`src/rtl/index_addr_gen_if.sv`:
```
// Bundle of index/base/control inputs and effective-address outputs for index_addr_gen.
//   master : drives index, base bytes and control strobes; observes address outputs
//   slave  : the address generator itself
interface index_addr_gen_if;
  logic [7:0]  systemBus_IN;
  logic        indexLoad_EN;
  logic [7:0]  baseLow_IN;
  logic [7:0]  baseHigh_IN;
  logic        start_EN;
  logic        zeroPage_EN;
  logic        forceFix_EN;
  logic [15:0] addr_OUT;
  logic        addrValid_OUT;
  logic        addrFinal_OUT;
  logic        pageCross_OUT;
  logic        busy_OUT;

  modport master (
    output systemBus_IN, indexLoad_EN, baseLow_IN, baseHigh_IN,
           start_EN, zeroPage_EN, forceFix_EN,
    input  addr_OUT, addrValid_OUT, addrFinal_OUT, pageCross_OUT, busy_OUT
  );

  modport slave (
    input  systemBus_IN, indexLoad_EN, baseLow_IN, baseHigh_IN,
           start_EN, zeroPage_EN, forceFix_EN,
    output addr_OUT, addrValid_OUT, addrFinal_OUT, pageCross_OUT, busy_OUT
  );
endinterface

```
`src/rtl/index_addr_gen.sv`:
```
// Indexed effective-address generator (base + Y index) with optional
// high-byte fix cycle on page crossing, forced fix, and zero-page mode.
// Ports:
//   clk   : system clock, rising edge
//   rst_N : asynchronous active-low reset
//   bus   : index_addr_gen_if.slave -- index load, base bytes, start/mode
//           strobes in; registered address, valid, final, page-cross, busy out
module index_addr_gen (
  input  logic               clk,
  input  logic               rst_N,
  index_addr_gen_if.slave    bus
);

  localparam int unsigned BYTE_W = 8;
  localparam int unsigned ADDR_W = 16;

  typedef enum logic [1:0] {IDLE, ADD_LO, FIX_HI} state_t;

  state_t              state_q, state_d;
  logic [BYTE_W-1:0]   idx_q;
  logic [BYTE_W-1:0]   hi_q, hi_d;
  logic [BYTE_W-1:0]   lo_q, lo_d;
  logic                carry_q, carry_d;
  logic                fix_q, fix_d;
  logic [ADDR_W-1:0]   addr_q, addr_d;
  logic                valid_q, valid_d;
  logic                final_q, final_d;
  logic                pc_q, pc_d;
  logic                busy_q, busy_d;
  logic [BYTE_W:0]     sum_c;

  // Low-byte add uses the latched index as it stands before the start edge
  assign sum_c = (BYTE_W+1)'(bus.baseLow_IN) + (BYTE_W+1)'(idx_q);

  // Index latch: loadable in any state, independent of the FSM
  always_ff @(posedge clk or negedge rst_N) begin
    if (!rst_N) begin
      idx_q <= '0;
    end else if (bus.indexLoad_EN) begin
      idx_q <= bus.systemBus_IN;
    end
  end

  // State, operation context and output registers
  always_ff @(posedge clk or negedge rst_N) begin
    if (!rst_N) begin
      state_q <= IDLE;
      hi_q    <= '0;
      lo_q    <= '0;
      carry_q <= 1'b0;
      fix_q   <= 1'b0;
      addr_q  <= '0;
      valid_q <= 1'b0;
      final_q <= 1'b0;
      pc_q    <= 1'b0;
      busy_q  <= 1'b0;
    end else begin
      state_q <= state_d;
      hi_q    <= hi_d;
      lo_q    <= lo_d;
      carry_q <= carry_d;
      fix_q   <= fix_d;
      addr_q  <= addr_d;
      valid_q <= valid_d;
      final_q <= final_d;
      pc_q    <= pc_d;
      busy_q  <= busy_d;
    end
  end

  // Next state and next registered outputs for the state being entered
  always_comb begin
    state_d = state_q;
    hi_d    = hi_q;
    lo_d    = lo_q;
    carry_d = carry_q;
    fix_d   = fix_q;
    addr_d  = addr_q;
    valid_d = 1'b0;
    final_d = 1'b0;
    pc_d    = pc_q;
    busy_d  = 1'b0;

    case (state_q)
      IDLE: begin
        if (bus.start_EN) begin
          state_d = ADD_LO;
          hi_d    = bus.zeroPage_EN ? '0 : bus.baseHigh_IN;
          lo_d    = sum_c[BYTE_W-1:0];
          carry_d = bus.zeroPage_EN ? 1'b0 : sum_c[BYTE_W];
          fix_d   = !bus.zeroPage_EN && (sum_c[BYTE_W] || bus.forceFix_EN);
          addr_d  = {hi_d, lo_d};
          valid_d = 1'b1;
          final_d = !fix_d;
          pc_d    = carry_d;
          busy_d  = 1'b1;
        end
      end
      ADD_LO: begin
        if (fix_q) begin
          // High byte wraps silently at 8'hFF
          state_d = FIX_HI;
          addr_d  = {BYTE_W'(hi_q + BYTE_W'(carry_q)), lo_q};
          valid_d = 1'b1;
          final_d = 1'b1;
          busy_d  = 1'b1;
        end else begin
          state_d = IDLE;
        end
      end
      FIX_HI: begin
        state_d = IDLE;
      end
      default: begin
        state_d = IDLE;
      end
    endcase
  end

  assign bus.addr_OUT      = addr_q;
  assign bus.addrValid_OUT = valid_q;
  assign bus.addrFinal_OUT = final_q;
  assign bus.pageCross_OUT = pc_q;
  assign bus.busy_OUT      = busy_q;

endmodule

```
`src/flat_wrapper.sv`:
```
// flat-port wrapper written by rule: the top's interface ports become plain ports
module index_addr_gen_flat 
  (clk, rst_N, bus_systemBus_IN, bus_indexLoad_EN, bus_baseLow_IN, bus_baseHigh_IN, bus_start_EN, bus_zeroPage_EN, bus_forceFix_EN, bus_addr_OUT, bus_addrValid_OUT, bus_addrFinal_OUT, bus_pageCross_OUT, bus_busy_OUT);
  index_addr_gen_if bus_i ();
  input  logic clk;
  input  logic rst_N;
  input wire logic [$bits(bus_i.systemBus_IN)-1:0] bus_systemBus_IN;
  input wire logic [$bits(bus_i.indexLoad_EN)-1:0] bus_indexLoad_EN;
  input wire logic [$bits(bus_i.baseLow_IN)-1:0] bus_baseLow_IN;
  input wire logic [$bits(bus_i.baseHigh_IN)-1:0] bus_baseHigh_IN;
  input wire logic [$bits(bus_i.start_EN)-1:0] bus_start_EN;
  input wire logic [$bits(bus_i.zeroPage_EN)-1:0] bus_zeroPage_EN;
  input wire logic [$bits(bus_i.forceFix_EN)-1:0] bus_forceFix_EN;
  output wire logic [$bits(bus_i.addr_OUT)-1:0] bus_addr_OUT;
  output wire logic [$bits(bus_i.addrValid_OUT)-1:0] bus_addrValid_OUT;
  output wire logic [$bits(bus_i.addrFinal_OUT)-1:0] bus_addrFinal_OUT;
  output wire logic [$bits(bus_i.pageCross_OUT)-1:0] bus_pageCross_OUT;
  output wire logic [$bits(bus_i.busy_OUT)-1:0] bus_busy_OUT;
  assign bus_i.systemBus_IN = bus_systemBus_IN;
  assign bus_i.indexLoad_EN = bus_indexLoad_EN;
  assign bus_i.baseLow_IN = bus_baseLow_IN;
  assign bus_i.baseHigh_IN = bus_baseHigh_IN;
  assign bus_i.start_EN = bus_start_EN;
  assign bus_i.zeroPage_EN = bus_zeroPage_EN;
  assign bus_i.forceFix_EN = bus_forceFix_EN;
  assign bus_addr_OUT = bus_i.addr_OUT;
  assign bus_addrValid_OUT = bus_i.addrValid_OUT;
  assign bus_addrFinal_OUT = bus_i.addrFinal_OUT;
  assign bus_pageCross_OUT = bus_i.pageCross_OUT;
  assign bus_busy_OUT = bus_i.busy_OUT;
  index_addr_gen u_core (.clk(clk), .rst_N(rst_N), .bus(bus_i));
endmodule
```
`config.mk`:
```
export PLATFORM = sky130hd
export DESIGN_NAME = index_addr_gen_flat
export DESIGN_NICKNAME = d
export VERILOG_FILES = /design/src/rtl/index_addr_gen_if.sv /design/src/rtl/index_addr_gen.sv /design/src/flat_wrapper.sv
export SDC_FILE = /design/constraint.sdc
export NUM_CORES = 1
export LEC_CHECK = 0
export BUFFER_PORTS_ARGS = -buffer_cell sky130_fd_sc_hd__buf_2
export CORE_MARGIN = 2
export CORE_UTILIZATION = 51
export CTS_CLUSTER_DIAMETER = 80
export CTS_CLUSTER_SIZE = 14
export DETAILED_ROUTE_END_ITERATION = 7
export PLACE_DENSITY = 0.76
export SLEW_MARGIN = 25
export SYNTH_ARGS = -nofsm -noshare
export SYNTH_HDL_FRONTEND = slang
export SYNTH_SLANG_ARGS = --single-unit
export TNS_END_PERCENT = 30
```
`constraint.sdc`:
```
create_clock -name clk -period 2.8 [get_ports clk]
set_clock_uncertainty 0.2 [all_clocks]
set_input_delay 0.28 -clock clk [delete_from_list [all_inputs] [get_ports clk]]
set_output_delay 0.28 -clock clk [all_outputs]
set_load 0.01 [all_outputs]
```
==> impl_metrics.json <==
{
  "yosysWarnings": 0,
  "required_ps": 2780,
  "clock_power_share": 0.216,
  "synthTopCellsByCount": "46 x dfrtp_1, 25 x o21ai_0, 24 x nand2_1",
  "avgSynthCellArea_um2": 10.5,
  "synth_nets": 259,
  "cts_setup_buffers": 0,
  "synth_area_um2": 2290,
  "initial_utilization": 0.526,
  "cpMaxStageDelayCell": "fa_1",
  "grt_max_degree": 47,
  "numClockSinks": 46,
  "drv_cap": 0,
  "fmax_mhz": 483,
  "fin_crit_sh": 0.739,
  "ios": 50,
  "place.gp.congestion": 0.898,
  "rsz0062_at_grt": "false",
  "top_layer": "met4",
  "die_w_um": 71.0,
  "yosys_register_bits": 46,
  "cts_root_buffer": "clkbuf_8",
  "clock_path_buffers": 2,
  "viasPerCell": 5.40,
  "finalSetupViolations": 0,
  "wire_per_inst_um": 14.0,
  "cell_internal_pwr_mw": 1.48,
  "ys_types": 41,
  "synth_top_area_frac": 0.502,
  "wl_met3_um": 258,
  "start_kind": "flop",
  "fin_crit_ps": 2070,
  "cts_tree": "yes",
  "h-tree-depth": 2,
  "power.leakage_nw": 1.32,
  "io_buffers": 49,
  "tightest_slew_ps": 702,
  "totalWireLength_mm": 4.49,
  "ys.flop_type": "dfrtp_1",
  "endpoint_kind": "flop",
  "drv_slew": 0,
  "synth_edf_count": 0,
  "track_usage": 0.189,
  "ir_worst_vdd_uv": 518,
  "firstDrtPassIters": 4,
  "fin_setup_tns_ps": 0,
  "grt_pass1_wl_mm": 7.47,
  "layout-drive-gt1-share": 0.279,
  "yosys.cell_count.top_type": "dfrtp_1",
  "die_area_um2": 5050,
  "slowest_delay_ps": 390,
  "antenna_cells": 0,
  "cellPowerDensity_nw_per_um2": 833,
  "post-synth-top-area-cell": "dfrtp_1",
  "seq_power_share": 0.457,
  "insertion_delay_ps": 300,
  "grt_remaining_overflow": 0,
  "cts_hold_buffers": 2,
  "seq_area_frac_synth": 0.502,
  "clk_pin_slew_ps": 80,
  "via_count": 1734,
  "crit_type": "reg2reg",
  "die_height_um": 71.0,
  "wl_met1_mm": 1.89,
  "coreArea_um2": 4350,
  "path_cells": "ha_1 -> inv_1 -> fa_1 -> nand2b_1 -> a21oi_1 -> a211oi_2 -> o21ai_1 -> o21ai_0",
  "finalPower_mw": 2.25,
  "nets": 309,
  "p_switching_mw": 0.761,
  "p_sw_frac": 0.339,
  "post-route-drc-count": 0,
  "outcome": "completed",
  "syn_inst": 218,
  "async_reset_ff_frac": 1.00,
  "core.rowCount": 24,
  "maxSlewHeadroom": 0.531,
  "drtAntennaViolNets": 0,
  "cts_resized": 0,
  "first_global_vias": 1766,
  "antenna_found_initial": 0,
  "dp_hpwl_mm": 3.25,
  "combPwrFrac": 0.327,
  "worstPathArrival_ps": 2050,
  "cts_buffers": 5,
  "wl_met2_mm": 2.24,
  "drt_iter0_drc": 117,
  "cp_max_fo": 3,
  "hold_viol_final": 0,
  "hp-class": "in2reg",
  "synthTopCellsByArea": "dfrtp_1 50%, ha_1 5.5%, o21ai_0 5.5%",
  "area_delta_synth_final_pct": 17.6
}
[power by group through the flow]
stage	combinational, mW	clock [mW]	sequential [mW]
after floorplan	0.442	0	1.08
after global placement	0.720	0	1.04
after detailed placement	0.738	0	1.05
after CTS	0.743	0.496	1.03
after global routing	0.825	0.517	1.06
final	0.734	0.485	1.03
[final timing paths]
kind	from	slack, ps	end	cells past startpoint
setup reg to reg	u_core.idx_q[0]	730	u_core.bus.addrFinal_OUT	8
max in group asynchronous	rst_N	1700	u_core.lo_q[2]	2
hold / removal	bus_systemBus_IN[0]	4	u_core.idx_q[0]	2
setup / recovery	u_core.idx_q[0]	730	u_core.bus.addrFinal_OUT	8
min in group asynchronous	rst_N	320	u_core.bus.addr_OUT[13]	2
hold reg to reg	u_core.lo_q[7]	280	u_core.lo_q[7]	2
[layer usage]
layer / vias to the layer above / global-route usage
met5: - / 0
met4: 0 / 0.0755
met3: 11 / 0.0513
met2: 60 / 0.333
met1: 805 / 0.218
li1: 858 / -
[area by class of cell]
cell class,instances,area [um^2]
inverter,8,30.0
clock buffer,5,68.8
clock inverter,3,40.0
sequential,46,1150
timing repair buffer,53,283
fill,376,1660
tap,52,65.1
multi-input combinational,154,1060
[registers in the layout (all words and copies together) (netlist names)]
name and flops:
u_core.bus.addr_OUT 16, u_core.hi_q 8, u_core.idx_q 8, u_core.lo_q 8, u_core.state_q 2, u_core.bus.addrFinal_OUT 1
u_core.bus.addrValid_OUT 1, u_core.bus.pageCross_OUT 1, u_core.fix_q 1
[worst max-delay path, delay by kind of cell, from the launching register on]
| family | cells | cell delay (ps) |
|---|---|---|
| and+or+nand+nor | 1 | 180 |
| DFF | 1 | 350 |
| AOI/OAI and AO/OA | 4 | 610 |
| buffers and inverters | 1 | 50 |
| adders and majority gates | 2 | 560 |
[cell usage in the layout (no fill, tap or decap), types with 5 or more instances in the layout]
cell / synthesis / layout
buf_2: 4 / 48
dfrtp_1: 46 / 46
o21ai_0: 25 / 25
nand2_1: 24 / 24
a21oi_1: 18 / 18
ha_1: 10 / 10
xor2_1: 9 / 9
mux2_2: 8 / 8
inv_1: 7 / 7
nand2b_1: 6 / 6
nor2_1: 6 / 6
and3_1: 6 / 6
clkbuf_8: 0 / 5
[cells by family after synthesis]
kind of cell               synth area share
AOI/OAI and AO/OA                     0.179
xor gates and xnor gates             0.0459
adders and majority gates            0.0633
buffers and inverters                0.0366
DFF                                   0.502
muxes                                0.0437
and+or+nand+nor                       0.130
[per-stage QoR]
stage               setup slack, ps  instances   util  area [um^2]  hold slack (ps)
finish                          730        321  0.619         2700             4.39
detailed placement              696        311  0.589         2560              264
CTS                             723        321  0.618         2690             3.31
global placement                763        311  0.589         2560              255
global route                    581        321  0.619         2700             5.86
floorplan                       922        218      -         2290             -216
(Power assumes the default switching activity.)
